==> src/rtl/eval_scheduler.sv <==
// Round-robin front end sharing one evaluate_general among NUM_REQ requesters, one evaluation in flight.
// Grant in IDLE is combinational; rsp_* hold under rsp_ready backpressure; WAIT abandons after TIMEOUT cycles.
`timescale 1ns/1ps
`ifndef BOARD_WIDTH
`define BOARD_WIDTH 64
`endif

module eval_scheduler #(
  parameter int EVAL_WIDTH = 16,
  parameter int NUM_REQ    = 4,
  parameter int TIMEOUT    = 32
) (
  input  logic                               clk,
  input  logic                               reset,
  input  logic [NUM_REQ-1:0]                 req_valid,
  input  logic [NUM_REQ*`BOARD_WIDTH-1:0]    req_board,
  input  logic [NUM_REQ-1:0]                 req_white_to_move,
  output logic [NUM_REQ-1:0]                 req_ready,
  output logic                               ev_board_valid,
  output logic [`BOARD_WIDTH-1:0]            ev_board,
  output logic                               ev_white_to_move,
  output logic                               ev_clear_eval,
  input  logic                               ev_eval_valid,
  input  logic signed [EVAL_WIDTH-1:0]       ev_eval_mg,
  input  logic signed [EVAL_WIDTH-1:0]       ev_eval_eg,
  input  logic                               ev_insufficient_material,
  output logic                               rsp_valid,
  input  logic                               rsp_ready,
  output logic [$clog2(NUM_REQ)-1:0]         rsp_id,
  output logic signed [EVAL_WIDTH-1:0]       rsp_eval_mg,
  output logic signed [EVAL_WIDTH-1:0]       rsp_eval_eg,
  output logic                               rsp_insufficient,
  output logic                               rsp_error,
  output logic [15:0]                        timeout_count
);

  localparam int BW    = `BOARD_WIDTH;
  localparam int ID_W  = $clog2(NUM_REQ);
  localparam int CNT_W = $clog2(TIMEOUT + 1);

  localparam logic [2:0] S_IDLE  = 3'd0;
  localparam logic [2:0] S_ISSUE = 3'd1;
  localparam logic [2:0] S_WAIT  = 3'd2;
  localparam logic [2:0] S_RESP  = 3'd3;
  localparam logic [2:0] S_CLEAR = 3'd4;

  logic [2:0]       state;
  logic [ID_W-1:0]  rr_ptr;
  logic [ID_W-1:0]  grant_idx;
  logic             grant_found;
  logic [ID_W:0]    scan;
  logic [CNT_W-1:0] wait_cnt;
  logic             wait_last;

  // Circular search for the first requesting bit at or after rr_ptr.
  always_comb begin
    grant_found = 1'b0;
    grant_idx   = '0;
    scan        = '0;
    for (int i = 0; i < NUM_REQ; i++) begin
      scan = {1'b0, rr_ptr} + (ID_W + 1)'(i);
      if (scan >= (ID_W + 1)'(NUM_REQ)) begin
        scan = scan - (ID_W + 1)'(NUM_REQ);
      end
      if (!grant_found && req_valid[scan[ID_W-1:0]]) begin
        grant_found = 1'b1;
        grant_idx   = scan[ID_W-1:0];
      end
    end
  end

  // Outputs are gated by reset so they read as idle while reset is held low.
  assign req_ready      = (reset && state == S_IDLE && grant_found) ? (NUM_REQ'(1) << grant_idx) : '0;
  assign ev_board_valid = reset && (state == S_ISSUE || state == S_WAIT);
  assign ev_clear_eval  = !reset || state == S_CLEAR;
  assign rsp_valid      = reset && state == S_RESP;
  assign wait_last      = (wait_cnt + CNT_W'(1)) == CNT_W'(TIMEOUT);

  always_ff @(posedge clk) begin
    if (!reset) begin
      state            <= S_IDLE;
      rr_ptr           <= '0;
      wait_cnt         <= '0;
      timeout_count    <= '0;
      ev_board         <= '0;
      ev_white_to_move <= 1'b0;
      rsp_id           <= '0;
      rsp_eval_mg      <= '0;
      rsp_eval_eg      <= '0;
      rsp_insufficient <= 1'b0;
      rsp_error        <= 1'b0;
    end else begin
      case (state)
        S_IDLE: begin
          if (grant_found) begin
            ev_board         <= req_board[BW*grant_idx +: BW];
            ev_white_to_move <= req_white_to_move[grant_idx];
            rsp_id           <= grant_idx;
            rr_ptr           <= (grant_idx == ID_W'(NUM_REQ - 1)) ? '0 : grant_idx + 1'b1;
            state            <= S_ISSUE;
          end
        end
        S_ISSUE: begin
          wait_cnt <= '0;
          state    <= S_WAIT;
        end
        S_WAIT: begin
          wait_cnt <= wait_cnt + 1'b1;
          // A result landing on the final WAIT cycle still wins over the timeout.
          if (ev_eval_valid) begin
            rsp_eval_mg      <= ev_eval_mg;
            rsp_eval_eg      <= ev_eval_eg;
            rsp_insufficient <= ev_insufficient_material;
            rsp_error        <= 1'b0;
            state            <= S_RESP;
          end else if (wait_last) begin
            rsp_eval_mg      <= '0;
            rsp_eval_eg      <= '0;
            rsp_insufficient <= 1'b0;
            rsp_error        <= 1'b1;
            if (timeout_count != 16'hFFFF) begin
              timeout_count <= timeout_count + 16'd1;
            end
            state <= S_RESP;
          end
        end
        S_RESP: begin
          if (rsp_ready) begin
            state <= S_CLEAR;
          end
        end
        S_CLEAR: state <= S_IDLE;
        default: state <= S_IDLE;
      endcase
    end
  end

endmodule

==> config.mk <==
export PLATFORM = sky130hd
export DESIGN_NAME = eval_scheduler
export DESIGN_NICKNAME = d
export VERILOG_FILES = /design/src/rtl/eval_scheduler.sv
export SDC_FILE = /design/constraint.sdc
export NUM_CORES = 1
export LEC_CHECK = 0
export ABC_AREA = 1
export ABC_CLOCK_PERIOD_IN_PS = 3300
export BUFFER_PORTS_ARGS = -buffer_cell sky130_fd_sc_hd__buf_2
export CAP_MARGIN = 15
export CELL_PAD_IN_SITES_DETAIL_PLACEMENT = 0
export CELL_PAD_IN_SITES_GLOBAL_PLACEMENT = 1
export CORE_ASPECT_RATIO = 1.2
export CORE_MARGIN = 5
export CORE_UTILIZATION = 29
export CTS_CLUSTER_SIZE = 20
export DETAILED_ROUTE_END_ITERATION = 12
export PLACE_DENSITY = 0.85
export SLEW_MARGIN = 20
export SYNTH_ARGS = -nofsm -noshare
export SYNTH_HDL_FRONTEND = slang
export SYNTH_SLANG_ARGS = --single-unit
==> constraint.sdc <==
create_clock -name clk -period 3.3 [get_ports clk]
set_input_delay 0.66 -clock clk [delete_from_list [all_inputs] [get_ports clk]]
set_output_delay 0.66 -clock clk [all_outputs]
set_load 0.05 [all_outputs]
==> results.toml <==
[run_status]
status = "completed"

[global_routing]
track_usage_pct = 18.9
grt_max_degree = 133
grt_pass1_vias = 9858
antenna_found_initial = 1
grt_overflow = 0
grt_pass1_wl_um = 50600
use_met2_pct = 32.6
grt_use_met3_pct = 5.42
use_met1_pct = 22.6
top_usage_layer = "met2"

[sta]
skew_ns = 0.0121
fin_setup_tns_ns = 0
slew_violations = 0
worst_pin_slew_ns = 0.879
final_hold_viol_count = 0
period_minus_slack_ns = 3.07
timing.hold.ws_ns = 0.458
slew_headroom_pct = 41.4
grt_setup_unrepaired = "no"
setup_violations = 0
timing.final.crit_share_pct = 92.9
timing.fmax_mhz = 326
worst_slack_ns = 0.234

[pwr]
seqPwrFrac_pct = 17.5
irDropWorstVdd_mv = 0.751
p_int_mw = 5.47
leakage_nw = 6.73
p_per_area_nw_per_um2 = 1080
pwr-share-comb_pct = 66.6
power_mw = 12.4
switchingPower_mw = 6.92
swShare_pct = 55.8
p_clk_share_pct = 15.9

[routing]
firstDrtPassIters = 5
drc = 0
drt_iter0_drc = 523
detail_route.wl_per_cell_um = 14.5
dr_total_vias = 10300
antenna_left = 0
wl_um = 32700
viasPerCell = 4.57

[floorplanning]
fp.dieH_um = 197
start_util_pct = 29.4
die_w_um = 166
core_area_um2 = 28800
die_area_um2 = 32800
std_cell_rows = 68
pin_count = 425

[synth]
synth_area_um2 = 8490
synth_seq_cells = 128
synth_area_leaders = "dfxtp_1 30%, nand2_1 20%, nand3_1 19%, inv_1 10%, nor2_1 7.0%"
yosysSeqAreaShare_pct = 30.2
synth_flop_cell = "dfxtp_1"
async_reset_ff_share_pct = 0
synth_cell_types = 26
yosysTopAreaCellShare_pct = 30.2
yosys.area.top_type = "dfxtp_1"
synth_edf_count = 0
synthCells = 1501
yosysWarnings = 0
synth_nets = 1808
avgSynthCellArea_um2 = 5.66

[clocking]
cts_sinks = 128
clkLatencyLatePin_ns = 0.42
postCtsSetupBuffers = 0
tritoncts = "done"
ctsHtreeMaxLevel = 4
cts_root_buffer = "clkbuf_16"
cts_made_buffers = 17
path_clk_slew_ns = 0.06
cts.path.max_buffers = 2

[final_layout]
nNetsFinal = 2166
syn2layout_area_growth_pct = 34.6
final_util_pct = 39.6
final_layout_size_suffix_gt1_share_pct = 26.0
finalInstanceArea_um2 = 11400
stdcell_count = 2258

[placement]
gp_congestion = 0.877
port_buffers = 424
placed_cells = 2225
place_ws_ns = 0.417
hpwl_um = 24200
place_area_um2 = 10800

[run]
max-cap-violations = 0

[setup_path]
worstPathArrival_ns = 2.41
startpoint_type = "flop"
worstPathRequired_ns = 2.64
path_class = "flop to primary output"
critPathCaptureType = "primary output"
crit_path_max_fanout = 11

[min_path]
worstHoldPathType = "flop to flop"
## sequential cells by signal (all words and copies together) (netlist names)
signal	count
ev_board	64
rr_ptr	2
state	3
rsp_eval_eg	16
rsp_eval_mg	16
rsp_id	2
rsp_insufficient	1
rsp_error	1
timeout_count	16
wait_cnt	6
ev_white_to_move	1
## power groups by stage
stage | combinational (mW) | sequential, mW | clock (mW)
floorplan | 5.15 | 3.40 | 0
global placement | 8.30 | 2.19 | 0
detailed placement | 8.32 | 2.20 | 0
CTS | 8.35 | 2.17 | 2.04
global route | 9.21 | 2.21 | 2.11
finish | 8.25 | 2.17 | 1.97
## layout by cell type (no fill, tap or decap), types with 2 or more instances in the layout
cell type / count
nor2_1: 159
nor3_1: 6
nand3_1: 314
nand2_2: 2
a21oi_1: 58
inv_4: 2
clkinv_2: 3
clkinv_4: 5
bufinv_16: 3
nand4_1: 6
xnor2_1: 4
o21ai_1: 2
buf_12: 5
nand3_4: 2
dfxtp_1: 127
inv_6: 2
buf_4: 10
clkbuf_16: 17
inv_1: 227
inv_2: 5
ha_1: 6
xor2_1: 9
nand2_1: 454
buf_2: 423
o21ai_0: 11
## layer usage
metal  part of all wire (%)  wire length, µm
met5                  0.040               13
met4                    2.4              776
met3                    7.7             2530
met2                     49            16100
met1                     41            13400
## cells in the mapped netlist, types with 4 or more instances
| master | count |
|---|---|
| nand3_1 | 314 |
| xor2_1 | 9 |
| ha_1 | 6 |
| inv_2 | 6 |
| nand2_1 | 456 |
| buf_1 | 5 |
| xnor2_1 | 4 |
| clkbuf_1 | 38 |
| a21oi_1 | 58 |
| inv_1 | 228 |
| nor3_1 | 6 |
| buf_4 | 13 |
| buf_2 | 42 |
| nand4_1 | 6 |
| nor2_1 | 159 |
| o21ai_0 | 11 |
| dfxtp_1 | 128 |
## logic make-up after synthesis
logic type,Yosys count,share of synthesized area (%)
buffers and inverters,335,16.2
XOR/XNOR,13,1.34
adder cells (fa/ha/maj),6,0.884
AND/OR/NAND/NOR,947,47.1
AO/OA/AOI/OAI,72,4.27
flip-flops,128,30.2
## what timing repair did
action	4_1_cts	5_1_grt
setup endpoints to repair	0	4
hold buffers	0	0
gates resized for setup	0	2
## final timing paths
check | from | endpoint | slack, ns | depth (start not counted)
max | rr_ptr[0] | req_ready[2] | 0.23 | 14
min | rsp_eval_mg[12] | rsp_eval_mg[12] | 0.46 | 2
max reg2reg | rr_ptr[0] | ev_board[53] | 0.69 | 13
min reg2reg | rsp_eval_mg[12] | rsp_eval_mg[12] | 0.46 | 2
## worst max-delay path, stage by stage (launching register included)
cell and delay, ns:
dfxtp_2 0.44, inv_2 0.14, nand2_1 0.08, nand2_1 0.11, nand2_1 0.10, nand2_1 0.09
nor2_4 0.15, nand3_1 0.09, nand3_1 0.09, nand2_2 0.11, inv_2 0.09, ha_1 0.13
inv_1 0.03, nor2_1 0.08, buf_2 0.27
## area by class of cell
type,instances,area (µm²)
inverter,235,887
clock inverter,15,185
timing repair buffer,439,2300
antenna,1,2.50
tap,385,482
sequential,128,2560
clock buffer,17,425
multi-input combinational,1038,4580
fill,3245,17400
Power figures use the tool's default switching activity.
